--- config.mk ---
export PLATFORM = sky130hd
export DESIGN_NAME = ula_controlador_8bits_flat
export DESIGN_NICKNAME = d
export VERILOG_FILES = /design/src/rtl/ula_controlador_8bits_pkg.sv /design/src/rtl/ula_controlador_8bits_if.sv /design/src/rtl/ula_ctrl_decod.sv /design/src/rtl/ula_controlador_8bits.sv /design/src/flat_wrapper.sv
export SDC_FILE = /design/constraint.sdc
export NUM_CORES = 1
export LEC_CHECK = 0
export CORE_ASPECT_RATIO = 0.8
export CORE_UTILIZATION = 47
export CTS_CLUSTER_DIAMETER = 150
export CTS_CLUSTER_SIZE = 24
export DETAILED_ROUTE_END_ITERATION = 7
export PLACE_DENSITY = 0.84
export SYNTH_ARGS = -nofsm -noshare
export SYNTH_HDL_FRONTEND = slang
export SYNTH_HIERARCHICAL = 1
export SYNTH_SLANG_ARGS = --single-unit
--- constraint.sdc ---
create_clock -name Clk -period 3.2 [get_ports Clk]
set_input_delay 0.64 -clock Clk [delete_from_list [all_inputs] [get_ports Clk]]
set_output_delay 0.64 -clock Clk [all_outputs]
set_load 0.02 [all_outputs]
--- src/rtl/ula_controlador_8bits_pkg.sv ---
// Shared definitions for the ula_8bits command front-end: opcodes, error codes,
// controller state encoding and the opcode legality helper.
// Optional build macro ULA_CTRL_ACUMULADOR_EN is consumed by the interface and top.
package ula_pkg;

  localparam logic [3:0] OP_SOMA  = 4'b0000;
  localparam logic [3:0] OP_SUB   = 4'b0001;
  localparam logic [3:0] OP_MUL   = 4'b0010;
  localparam logic [3:0] OP_DIV   = 4'b0011;
  localparam logic [3:0] OP_RESTO = 4'b0100;
  localparam logic [3:0] OP_AND   = 4'b0110;
  localparam logic [3:0] OP_OR    = 4'b0111;
  localparam logic [3:0] OP_NAND  = 4'b1000;
  localparam logic [3:0] OP_NOR   = 4'b1001;
  localparam logic [3:0] OP_XOR   = 4'b1010;
  localparam logic [3:0] OP_NOT   = 4'b1011;
  localparam logic [3:0] OP_NULO  = 4'b1111;

  localparam logic [1:0] ERRO_OK     = 2'b00;
  localparam logic [1:0] ERRO_OPCODE = 2'b01;
  localparam logic [1:0] ERRO_DIV0   = 2'b10;

  typedef enum logic [1:0] {
    OCIOSO    = 2'd0,
    EXECUTA   = 2'd1,
    RESULTADO = 2'd2
  } estado_t;

  // 0101 is a hole in the opcode map; 1100..1111 are unassigned (1111 is the
  // idle/null code the controller parks on, never a legal command).
  function automatic logic opcode_ilegal(input logic [3:0] op);
    return (op == 4'b0101) || (op >= 4'b1100);
  endfunction

endpackage

--- src/rtl/ula_controlador_8bits_if.sv ---
// Bundle of the command, ALU and result buses of ula_controlador_8bits.
// master = command issuer / ALU / result consumer side, slave = the controller.
// Cmd_Acc exists only when ULA_CTRL_ACUMULADOR_EN is defined.
//
// Handshakes: a transfer happens on a rising Clk edge where valid and ready are
// both 1; valid, once raised, holds its payload stable until that edge, and ready
// may be driven independently of valid.
interface ula_controlador_8bits_if;
  import ula_pkg::*;

  logic        Cmd_Valid;
  logic        Cmd_Ready;
  logic [3:0]  Cmd_Op;
  logic [7:0]  Cmd_A;
  logic [7:0]  Cmd_B;
`ifdef ULA_CTRL_ACUMULADOR_EN
  logic        Cmd_Acc;
`endif
  logic [7:0]  Ula_A;
  logic [7:0]  Ula_B;
  logic [3:0]  Ula_Sel_Op;
  logic [15:0] Ula_Resultado;
  logic        Ula_Maior;
  logic        Ula_Menor;
  logic        Ula_Igual;
  logic        Res_Valid;
  logic        Res_Ready;
  logic [15:0] Res_Dado;
  logic [2:0]  Res_Flags;
  logic [1:0]  Res_Erro;
  estado_t     estado;

  modport master (
`ifdef ULA_CTRL_ACUMULADOR_EN
    output Cmd_Acc,
`endif
    output Cmd_Valid, Cmd_Op, Cmd_A, Cmd_B,
    input  Cmd_Ready,
    input  Ula_A, Ula_B, Ula_Sel_Op,
    output Ula_Resultado, Ula_Maior, Ula_Menor, Ula_Igual,
    input  Res_Valid, Res_Dado, Res_Flags, Res_Erro,
    output Res_Ready,
    input  estado
  );

  modport slave (
`ifdef ULA_CTRL_ACUMULADOR_EN
    input  Cmd_Acc,
`endif
    input  Cmd_Valid, Cmd_Op, Cmd_A, Cmd_B,
    output Cmd_Ready,
    output Ula_A, Ula_B, Ula_Sel_Op,
    input  Ula_Resultado, Ula_Maior, Ula_Menor, Ula_Igual,
    output Res_Valid, Res_Dado, Res_Flags, Res_Erro,
    input  Res_Ready,
    output estado
  );
endinterface

--- src/rtl/ula_ctrl_decod.sv ---
// Combinational command check: flags illegal opcodes and division/remainder by zero.
module ula_ctrl_decod
  import ula_pkg::*;
(
  input  logic [3:0] op,
  input  logic [7:0] b,
  output logic       ilegal,
  output logic       div_zero
);

  // Illegal opcode is reported separately; the top gives it priority.
  assign ilegal   = opcode_ilegal(op);
  assign div_zero = ((op == OP_DIV) || (op == OP_RESTO)) && (b == 8'd0);

endmodule

--- src/rtl/ula_controlador_8bits.sv ---
// Command front-end for ula_8bits: accepts one operation, drives the ALU inputs,
// waits LATENCIA cycles (1..15), captures result and flags, and returns them.
// Rejected commands (illegal opcode, divide by zero) never touch the ALU inputs.
// Build option ULA_CTRL_ACUMULADOR_EN adds Cmd_Acc and an 8-bit accumulator that
// can stand in for operand A.
module ula_controlador_8bits
  import ula_pkg::*;
#(
  parameter int LATENCIA = 1
) (
  input logic                     Clk,
  input logic                     Rst,
  ula_controlador_8bits_if.slave  bus
);

  localparam logic [3:0] LAT = 4'(LATENCIA);

  estado_t     estado;
  logic [3:0]  contador;
  logic        cmd_ready;
  logic        res_valid;
  logic [15:0] res_dado;
  logic [2:0]  res_flags;
  logic [1:0]  res_erro;
  logic [7:0]  ula_a;
  logic [7:0]  ula_b;
  logic [3:0]  ula_sel_op;
  logic [7:0]  op_a;
  logic        ilegal;
  logic        div_zero;

`ifdef ULA_CTRL_ACUMULADOR_EN
  logic [7:0] acumulador;
  // Operand A source: accumulator when requested, otherwise the command field.
  assign op_a = bus.Cmd_Acc ? acumulador : bus.Cmd_A;
`else
  assign op_a = bus.Cmd_A;
`endif

  ula_ctrl_decod u_decod (
    .op       (bus.Cmd_Op),
    .b        (bus.Cmd_B),
    .ilegal   (ilegal),
    .div_zero (div_zero)
  );

  // Controller FSM: idle -> execute (settle countdown) -> result handshake.
  always_ff @(posedge Clk) begin
    if (Rst) begin
      estado     <= OCIOSO;
      contador   <= 4'd0;
      cmd_ready  <= 1'b1;
      res_valid  <= 1'b0;
      res_dado   <= 16'd0;
      res_flags  <= 3'b000;
      res_erro   <= ERRO_OK;
      ula_a      <= 8'd0;
      ula_b      <= 8'd0;
      ula_sel_op <= OP_NULO;
`ifdef ULA_CTRL_ACUMULADOR_EN
      acumulador <= 8'd0;
`endif
    end else begin
      case (estado)
        OCIOSO: begin
          if (bus.Cmd_Valid && cmd_ready) begin
            cmd_ready <= 1'b0;
            if (ilegal || div_zero) begin
              // Answer straight away with an error; the ALU stays on the null opcode.
              res_dado  <= 16'd0;
              res_flags <= 3'b000;
              res_erro  <= ilegal ? ERRO_OPCODE : ERRO_DIV0;
              res_valid <= 1'b1;
              estado    <= RESULTADO;
            end else begin
              ula_a      <= op_a;
              ula_b      <= bus.Cmd_B;
              ula_sel_op <= bus.Cmd_Op;
              contador   <= LAT;
              estado     <= EXECUTA;
            end
          end
        end
        EXECUTA: begin
          if (contador == 4'd1) begin
            res_dado   <= bus.Ula_Resultado;
            res_flags  <= {bus.Ula_Maior, bus.Ula_Menor, bus.Ula_Igual};
            res_erro   <= ERRO_OK;
            res_valid  <= 1'b1;
            ula_sel_op <= OP_NULO;
            contador   <= 4'd0;
            estado     <= RESULTADO;
          end else begin
            contador <= contador - 4'd1;
          end
        end
        RESULTADO: begin
          // Payload is held until the consumer takes it; ready returns one cycle later.
          if (res_valid && bus.Res_Ready) begin
            res_valid <= 1'b0;
            cmd_ready <= 1'b1;
            estado    <= OCIOSO;
`ifdef ULA_CTRL_ACUMULADOR_EN
            if (res_erro == ERRO_OK) acumulador <= res_dado[7:0];
`endif
          end
        end
        default: begin
          estado    <= OCIOSO;
          cmd_ready <= 1'b1;
          res_valid <= 1'b0;
        end
      endcase
    end
  end

  assign bus.Cmd_Ready  = cmd_ready;
  assign bus.Res_Valid  = res_valid;
  assign bus.Res_Dado   = res_dado;
  assign bus.Res_Flags  = res_flags;
  assign bus.Res_Erro   = res_erro;
  assign bus.Ula_A      = ula_a;
  assign bus.Ula_B      = ula_b;
  assign bus.Ula_Sel_Op = ula_sel_op;
  assign bus.estado     = estado;

endmodule

--- src/flat_wrapper.sv ---
// flat-port wrapper written by rule: the top's interface ports become plain ports
module ula_controlador_8bits_flat import ula_pkg::*;
#(
  parameter int LATENCIA = 1
)
  (Clk, Rst, bus_Cmd_Valid, bus_Cmd_Op, bus_Cmd_A, bus_Cmd_B, bus_Cmd_Ready, bus_Ula_A, bus_Ula_B, bus_Ula_Sel_Op, bus_Ula_Resultado, bus_Ula_Maior, bus_Ula_Menor, bus_Ula_Igual, bus_Res_Valid, bus_Res_Dado, bus_Res_Flags, bus_Res_Erro, bus_Res_Ready, bus_estado);
  ula_controlador_8bits_if bus_i ();
  input logic Clk;
  input logic Rst;
  input wire logic [$bits(bus_i.Cmd_Valid)-1:0] bus_Cmd_Valid;
  input wire logic [$bits(bus_i.Cmd_Op)-1:0] bus_Cmd_Op;
  input wire logic [$bits(bus_i.Cmd_A)-1:0] bus_Cmd_A;
  input wire logic [$bits(bus_i.Cmd_B)-1:0] bus_Cmd_B;
  output wire logic [$bits(bus_i.Cmd_Ready)-1:0] bus_Cmd_Ready;
  output wire logic [$bits(bus_i.Ula_A)-1:0] bus_Ula_A;
  output wire logic [$bits(bus_i.Ula_B)-1:0] bus_Ula_B;
  output wire logic [$bits(bus_i.Ula_Sel_Op)-1:0] bus_Ula_Sel_Op;
  input wire logic [$bits(bus_i.Ula_Resultado)-1:0] bus_Ula_Resultado;
  input wire logic [$bits(bus_i.Ula_Maior)-1:0] bus_Ula_Maior;
  input wire logic [$bits(bus_i.Ula_Menor)-1:0] bus_Ula_Menor;
  input wire logic [$bits(bus_i.Ula_Igual)-1:0] bus_Ula_Igual;
  output wire logic [$bits(bus_i.Res_Valid)-1:0] bus_Res_Valid;
  output wire logic [$bits(bus_i.Res_Dado)-1:0] bus_Res_Dado;
  output wire logic [$bits(bus_i.Res_Flags)-1:0] bus_Res_Flags;
  output wire logic [$bits(bus_i.Res_Erro)-1:0] bus_Res_Erro;
  input wire logic [$bits(bus_i.Res_Ready)-1:0] bus_Res_Ready;
  output wire logic [$bits(bus_i.estado)-1:0] bus_estado;
  assign bus_i.Cmd_Valid = bus_Cmd_Valid;
  assign bus_i.Cmd_Op = bus_Cmd_Op;
  assign bus_i.Cmd_A = bus_Cmd_A;
  assign bus_i.Cmd_B = bus_Cmd_B;
  assign bus_Cmd_Ready = bus_i.Cmd_Ready;
  assign bus_Ula_A = bus_i.Ula_A;
  assign bus_Ula_B = bus_i.Ula_B;
  assign bus_Ula_Sel_Op = bus_i.Ula_Sel_Op;
  assign bus_i.Ula_Resultado = bus_Ula_Resultado;
  assign bus_i.Ula_Maior = bus_Ula_Maior;
  assign bus_i.Ula_Menor = bus_Ula_Menor;
  assign bus_i.Ula_Igual = bus_Ula_Igual;
  assign bus_Res_Valid = bus_i.Res_Valid;
  assign bus_Res_Dado = bus_i.Res_Dado;
  assign bus_Res_Flags = bus_i.Res_Flags;
  assign bus_Res_Erro = bus_i.Res_Erro;
  assign bus_i.Res_Ready = bus_Res_Ready;
  assign bus_estado = bus_i.estado;
  ula_controlador_8bits #(.LATENCIA(LATENCIA)) u_core (.Clk(Clk), .Rst(Rst), .bus(bus_i));
endmodule
### Word-level counts from Yosys, hierarchy flattened

Cells that the tools add are included.

* $add $sub $neg: 1
* magnitude comparators: 1
* equality and inequality tests: 11
* multiplexer cells: 34
* bitwise gates (word level): 2
* reduce and logical (&&, ||, !) cells: 16

Operators by type and width (number)
* $mux W16: 3
* $pmux W16 S2: 1
* $mux W4: 6
* $mux W2: 8
* $pmux W4 S2: 2
* $reduce_and A3 Y1: 4
* $reduce_and A4 Y1: 3
* $mux W3: 3
* $eq A4 B3 Y1 const B: 2
* $logic_not A8 Y1: 1
* $ne A2 B1 Y1 const B: 4
* $mux W1: 6
* $pmux W1 S3: 2
* $pmux W2 S3: 1
* $pmux W3 S2: 1
* $eq A4 B1 Y1 const B: 1
* $eq A4 B2 Y1 const B: 1
* $ge A4 B4 Y1 const B: 1
* $pmux W2 S2: 1
* $sub A4 B1 Y4 const B: 1
* $logic_and A1 B1 Y1: 3
* $logic_or A1 B1 Y1: 3
* $eq A2 B1 Y1 const B: 1
* $eq A2 B2 Y1 const B: 1
* 4 further kinds: 5

* flip-flop bits (word level): 49
* output and inout port bits: 45
* word-level logic and storage cells: 75

### Longest topological paths before layout

Gate-level depths: netlist (run 1).

* depth after elaboration: 7
* mapped depth: 7
* mapped depth without buffers: 5

### Cells and area by module

The synthesis (run 1) kept the hierarchy.

Modules (own cells, without submodules)
* ula_controlador_8bits: times used 1, cells an instance 247, area an instance 2198.4 sq um, seq. area each 980.9 sq um
* ula_ctrl_decod: times used 1, cells an instance 8, area an instance 62.6 sq um, seq. area each 0.0 sq um

### Worst setup path after synthesis (run 1)

No wires, ideal clock.

* kind: in2reg
* from: input bus_Cmd_Op[1]
* to: register u_core.ula_sel_op[0], in the netlist u_core/bus.Ula_Sel_Op[0]
* setup time: 0.132 ns
* data arrival time: 1.799 ns
* path slack: 1.269 ns
* stages on the path: 7
* path buffers: 2
* cells stage by stage: and3b_1 -> o2111a_1 -> or2_1 -> buf_2 -> buf_2 -> nor4_1 -> a21oi_1

* word-level cells in the longest chain between the ends: 6
* elaborated cells on any way between the ends: 10
* classes of those cells: order compare: 1; eq/ne: 4; reduce/logical: 5

Ends and longest elaborated chain
* from (decl): line flat_wrapper.sv:11 `input wire logic [$bits(bus_i.Cmd_Op)-1:0] bus_Cmd_Op;`
* $eq A4 B2 Y1 or $eq A4 B3 Y1 (tied branches): line ula_ctrl_decod.sv:13 `assign div_zero = ((op == OP_DIV) || (op == OP_RESTO)) && (b == 8'd0);`
* $logic_or A1 B1 Y1 *: line ula_ctrl_decod.sv:13
* $logic_and A1 B1 Y1 *: line ula_ctrl_decod.sv:13
* via u_core.div_zero: line ula_controlador_8bits.sv:30 `logic div_zero;`
* $logic_or A1 B1 Y1 *: line ula_controlador_8bits.sv:68 `if (ilegal || div_zero) begin`
* $ne A2 B2 Y1 (no line) *
* $reduce_and A4 Y1 (no line) *
* to (signal assigned): line ula_controlador_8bits.sv:78 `ula_sel_op <= bus.Cmd_Op;`
* to (decl): line ula_controlador_8bits.sv:27 `logic [3:0] ula_sel_op;`

Mark *: on every way through the listed nets, which the timed path passes. The rest lies on a longest branch.
A chain may end at the register's enable or synchronous reset.

### Worst setup path after layout (run 1)

* from: input bus_Cmd_Op[2]
* to: register u_core.ula_sel_op[2], in the netlist u_core/bus.Ula_Sel_Op[2]

The elaborated chain is that of the path after synthesis.

==> flow_summary_export.csv, run 1 <==
group,metric,value,unit
power_and_ir_drop,ir_drop,222,µV
clock_tree,numClockSinks,49,
floorplan,placementRows,22,
floorplan,dieArea,5090,µm²
clock_tree,htreeDepth,2,
drt,highest_layer,"met4",
placement,dpl.hpwl,3960,µm
synthesis,yosys.area.top_type,"dfxtp_1",
run_status,status,"complete, no violations",
drt,wl_per_cell,15.6,µm
drt,wl_met1,2690,µm
synthesis,ys_ff_latch,49,
finish,fin_cells,386,
clock_tree,clk_path_buf_depth,2,
setup_path,worstPathCellList,"clkdlybuf4s50_1, and3b_1, o2111a_1, or2_1, buf_4, nor4_1, a21oi_1",
placement,port_buffers,87,
finish,fillerInstances,374,
timing,tightest_slew,0.915,ns
finish,diodes,0,
setup_path,cp.arrival,2.60,ns
clock_tree,cts_resized,0,
drt,firstDrtPassIters,4,
synthesis,yosysSeqAreaShare,43.4,%
drt,drt_iter0_markers,136,
timing,relSlewSlack,39.0,%
setup_path,crit_buf_inv,2,
placement,dp_slack,0.481,ns
drt,routed-wl-met2,2820,µm
global_routing,grt_overflow,0,
timing,rsz0062_at_grt,"no",
synthesis,synthArstFlopShare,0,%
setup_path,crit_family,"simple AND/OR/NAND/NOR gates",
clock_tree,post_cts_buffers,0,
finish,drive_above_1_share,6.75,%
synthesis,synth.net_count,300,
floorplan,core,4600,µm²
placement,placed_cells,378,
clock_tree,cts_root_buffer,"clkbuf_8",
power_and_ir_drop,p_total,1.51,mW
setup_path,max_stage_delay,0.52,ns
setup_path,crit_type,"primary input to flip-flop",
setup_path,endpoint_kind,"flip-flop",
timing,tns,0,ns
timing,fin_ws,0.769,ns
floorplan,start_util,49.2,%
timing,max_freq,0.411,GHz
drt,vias,2262,
clock_tree,clk_pin_slew,0.09,ns
finish,layout.nets,370,
clock_tree,hold_buffers,0,
timing,clock-skew-final,0.00342,ns
floorplan,die_h,64.0,µm
min_path,hold_path.class,"flip-flop to flip-flop",
synthesis,synth_cell_types,41,
finish,area_delta_synth_final,41.5,%
synthesis,yosysTopAreaCellShare,43.4,%
timing,slew_viol_final,0,
timing,setup_viol,0,
synthesis,avgSynthCellArea,8.87,µm²
synthesis,synth.area.top_cells,"dfxtp_1, a21oi_1, o221ai_1, nand3_1, o21ai_0",
timing,period_share,76.0,%
synthesis,synth_cells,255,
global_routing,first_global_vias,2003,
synthesis,synthFlopType,"dfxtp_1",
timing,hold_viol_final,0,
global_routing,antenna_found_initial,0,
global_routing,grt_max_degree,53,
clock_tree,numCtsBuffers,5,
floorplan,die_width,79.5,µm
synthesis,synth.cell_area,2260,µm²
drt,drc_errors,0,
drt,met3_length,447,µm
timing,period_needed,2.43,ns
power_and_ir_drop,power_density,471,nW/µm²
placement,place.gp.congestion,0.798,
synthesis,yosys_warnings,6,
drt,totalWireLength,6020,µm
floorplan,ios,88,
setup_path,path_max_fanout,14,
job,max-cap-violations,0,
power_and_ir_drop,p_leak,1.08,nW
clock_tree,clk_latency,0.29,ns
drt,ant_nets,0,
setup_path,worstPathRequired,3.37,ns
global_routing,grt_pass1_wl,9830,µm
clock_tree,cts_tree,"done",
setup_path,start_kind,"primary input",
setup_path,crit_slowest_cell,"clkdlybuf4s50_1",
synthesis,synth_edf_count,0,
drt,vias_per_cell,5.86,
global_routing,grt_usage,24.3,%
Yosys cell counts, types with 3 or more instances:
cell and n:
clkbuf_1 9, inv_1 5, nor3_1 4, nor4_1 4
o21ai_0 17, nor2_1 8, buf_6 5, nor3b_1 3
a21oi_1 44, nor2b_1 3, buf_2 16, nand3_1 36
nand2_1 3, dfxtp_1 49, o221ai_1 21
worst register-to-register path, delay by kind of cell, from the launching register on:
kind / cells / cell delay [ns]
simple gates: 1 / 0.62
flops: 1 / 0.40
compound gates: 2 / 0.34
buf+inv: 1 / 0.29
fa+ha+maj: 1 / 0.21
layer usage:
metal	global-route usage, %	vias to the layer above
li1	-	1095
met1	32.0	1071
met4	7.50	0
met3	5.71	7
met2	39.2	89
met5	0	-
worst paths after layout:
| kind | start | endpoint | slack [ns] | depth (start not counted) |
|---|---|---|---|---|
| setup / recovery | bus_Cmd_Op[2] | u_core/bus.Ula_Sel_Op[2]$_SDFFE_PP1P_ | 0.77 | 7 |
| setup reg to reg | u_core/contador[0]$_SDFFE_PP0P_ | u_core/bus.Ula_Sel_Op[3]$_SDFFE_PP1P_ | 1.27 | 5 |
| hold reg to reg | u_core/bus.Ula_A[5]$_SDFFE_PP0P_ | u_core/bus.Ula_A[5]$_SDFFE_PP0P_ | 0.48 | 2 |
| hold / removal | u_core/bus.Ula_A[5]$_SDFFE_PP0P_ | u_core/bus.Ula_A[5]$_SDFFE_PP0P_ | 0.48 | 2 |
registers in the layout, summed over array words and instances, names as in the netlist:
name,count
u_core/bus.Cmd_Ready,1
u_core/bus.Res_Dado,16
u_core/bus.Res_Erro,2
u_core/bus.Res_Flags,3
u_core/bus.Res_Valid,1
u_core/bus.Ula_A,8
u_core/bus.Ula_B,8
u_core/bus.Ula_Sel_Op,4
u_core/bus.estado,2
u_core/contador,4
final cells by class:
type,count,area [µm²],area share (%)
Multi-Input combinational cell,171,1100,34.3
Sequential cell,49,981,30.7
Timing Repair Buffer,93,911,28.5
Clock buffer,7,86.3,2.70
Tap cell,60,75.1,2.35
Clock inverter,1,30.0,0.939
Inverter,5,18.8,0.587
stage by stage:
step                      cell area, µm²  util, %  hold slack [ns]
after floorplan                     2260        -            0.454
after global placement              3080     67.0            0.460
after detailed placement            3080     67.0            0.468
after CTS                           3200     69.6            0.481
after global routing                3200     69.6            0.500
final                               3200     69.6            0.479
power by group:
group / total, mW / internal [mW] / leakage [nW] / switching (mW)
clock network: 0.450 / 0.255 / 0.0585 / 0.195
logic: 0.378 / 0.166 / 0.628 / 0.212
registers: 0.678 / 0.646 / 0.398 / 0.0318
layout by cell type (no fill, tap or decap), types with 2 or more instances in the layout:
cell and instances:
buf_4 6, a21oi_1 44, clkbuf_8 6, o21ai_0 17, nor3_1 4, nor4_1 4, nand2_1 3, nand3_1 36
nand4_1 2, nor2b_1 2, clkdlybuf4s50_1 86, ha_1 2, dfxtp_1 49, inv_1 5, nor2_1 7, o221ai_1 21
nor3b_1 3
cell families (layout without fill, tap and decap cells):
group,count (synthesis),in the layout,share of synthesized area (%)
flip-flops,49,49,43.4
adder cells (fa/ha/maj),2,2,1.11
AND/OR/NAND/NOR,74,74,19.9
AO/OA/AOI/OAI,93,93,26.2
buffers and inverters,35,106,8.36
multiplexers,2,2,1.11
Note: power is estimated with default switching activity, not from simulation.
==> inputs of run 2 (changes only) <==
- CORE_UTILIZATION: 47 -> 39
- PLACE_DENSITY: 0.84 -> 0.75
- clock period: 3.2 -> 2.11 ns (I/O delays scaled with it)
==> flow_summary_export.csv, run 2 (same netlist as run 1, synthesis figures left out) <==
group,metric,value,unit
drt,firstDrtPassIters,5,
timing,relSlewSlack,63.1,%
setup_path,path_max_fanout,13,
setup_path,cp.arrival,2.18,ns
placement,port_buffers,87,
power_and_ir_drop,p_leak,1.16,nW
setup_path,crit_family,"simple AND/OR/NAND/NOR gates",
global_routing,grt_overflow,0,
power_and_ir_drop,ir_drop,425,µV
clock_tree,post_cts_buffers,0,
timing,period_needed,2.01,ns
drt,totalWireLength,6420,µm
global_routing,antenna_found_initial,0,
setup_path,crit_slowest_cell,"clkdlybuf4s50_1",
global_routing,first_global_vias,2211,
setup_path,worstPathRequired,2.28,ns
floorplan,start_util,40.9,%
finish,final_common_cell,"clkdlybuf4s50_1",
clock_tree,cts_tree,"done",
placement,placed_cells,409,
clock_tree,cts_root_buffer,"clkbuf_8",
timing,period_share,95.1,%
setup_path,start_kind,"primary input",
timing,hold_slack,0.477,ns
setup_path,crit_buf_inv,2,
floorplan,placementRows,24,
placement,place.gp.congestion,0.799,
placement,dpl.hpwl,4450,µm
setup_path,crit_type,"primary input to flip-flop",
drt,drt_iter0_markers,136,
clock_tree,clk_pin_slew,0.09,ns
setup_path,max_stage_delay,0.49,ns
drt,vias_per_cell,5.58,
finish,diodes,0,
clock_tree,numClockSinks,49,
run_status,status,"complete, no violations",
floorplan,dieArea,6110,µm²
clock_tree,hold_buffers,0,
finish,area_delta_synth_final,47.5,%
setup_path,worstPathCellList,"clkdlybuf4s50_1, and3b_1, o2111a_1, or2_1, buf_4, nor4_1, a21oi_1",
global_routing,grt_pass1_wl,10300,µm
drt,wl_per_cell,15.4,µm
timing,hold_viol_final,0,
min_path,hold_path.class,"flip-flop to flip-flop",
clock_tree,numCtsBuffers,5,
timing,clock-skew-final,0.00830,ns
finish,fin_cells,417,
floorplan,die_h,70.1,µm
finish,fillerInstances,516,
finish,final_area,3340,µm²
timing,max_freq,0.498,GHz
finish,layout.nets,383,
global_routing,grt_max_degree,42,
drt,drc_errors,0,
timing,slew_viol_final,0,
floorplan,ios,88,
power_and_ir_drop,power_density,724,nW/µm²
floorplan,core,5530,µm²
timing,setup_viol,0,
clock_tree,clk_latency,0.30,ns
drt,ant_nets,0,
job,max-cap-violations,0,
setup_path,endpoint_kind,"flip-flop",
clock_tree,clk_path_buf_depth,2,
clock_tree,htreeDepth,2,
clock_tree,cts_resized,0,
timing,tns,0,ns
timing,rsz0062_at_grt,"yes",
global_routing,grt_usage,20.9,%
finish,largest_register_ffs,16,
finish,final_cell_mix,"clkdlybuf4s50_1, dfxtp_1, a21oi_1",
floorplan,die_width,87.1,µm
placement,placed_cell_area,3200,µm²
drt,vias,2326,
timing,tightest_slew,0.553,ns
finish,drive_above_1_share,10.6,%
run 2: cell types whose count changed in the layout (fill, tap and decap cells not counted):
cell	delta
clkinv_2	+1
clkbuf_1	-1
buf_4	+13
bufinv_16	+1
clkbuf_8	-1
run 2: final cells by class:
class | instances | area (µm²) | share of cell area [%]
clock buffers | 5 | 68.8 | 2.06
clock inverters | 3 | 65.1 | 1.95
inverters | 5 | 18.8 | 0.563
multi-input cells | 171 | 1100 | 32.9
flip-flops and latches | 49 | 981 | 29.4
well taps | 78 | 97.6 | 2.93
repair buffers | 106 | 1010 | 30.2
run 2: layer usage:
metal  vias to the layer above  track usage, %  wire, µm
li1                       1118               -         -
met1                      1128            28.6      3010
met2                        76            34.2      2990
met3                         4            4.26       393
met4                         0            4.37        31
met5                         -               0         0
run 2: tightest hold or removal path, delay by kind of cell, from the launching register on:
family | cells | cell delay, ns
AOI/OAI and AO/OA | 2 | 0.12
DFF | 1 | 0.31
run 2: worst paths after layout:
check,to,slack (ns),start,cells past startpoint
worst max-delay path,u_core/bus.Ula_Sel_Op[0]$_SDFFE_PP1P_,0.10,bus_Cmd_Op[2],7
worst min-delay path,u_core/bus.Ula_B[6]$_SDFFE_PP0P_,0.48,u_core/bus.Ula_B[6]$_SDFFE_PP0P_,2
worst max register to register,u_core/bus.Res_Dado[4]$_SDFFE_PP0P_,0.50,u_core/bus.estado[0]$_SDFFE_PP0P_,5
worst min register to register,u_core/bus.Ula_B[6]$_SDFFE_PP0P_,0.48,u_core/bus.Ula_B[6]$_SDFFE_PP0P_,2
run 2: per-stage QoR:
stage / util, % / setup WS [ns] / power, mW
finish: 60.4 / 0.103 / 2.42
CTS: 60.4 / 0.119 / 2.43
detailed placement: 57.9 / -0.191 / 1.65
floorplan: - / 0.397 / 1.40
global placement: 57.9 / -0.160 / 1.64
global route: 60.4 / -0.0538 / 2.52
run 2: report_power, final:
group,internal [mW],switching [mW]
sequential,0.980,0.0471
clock,0.471,0.307
combinational,0.276,0.336
total,1.73,0.690
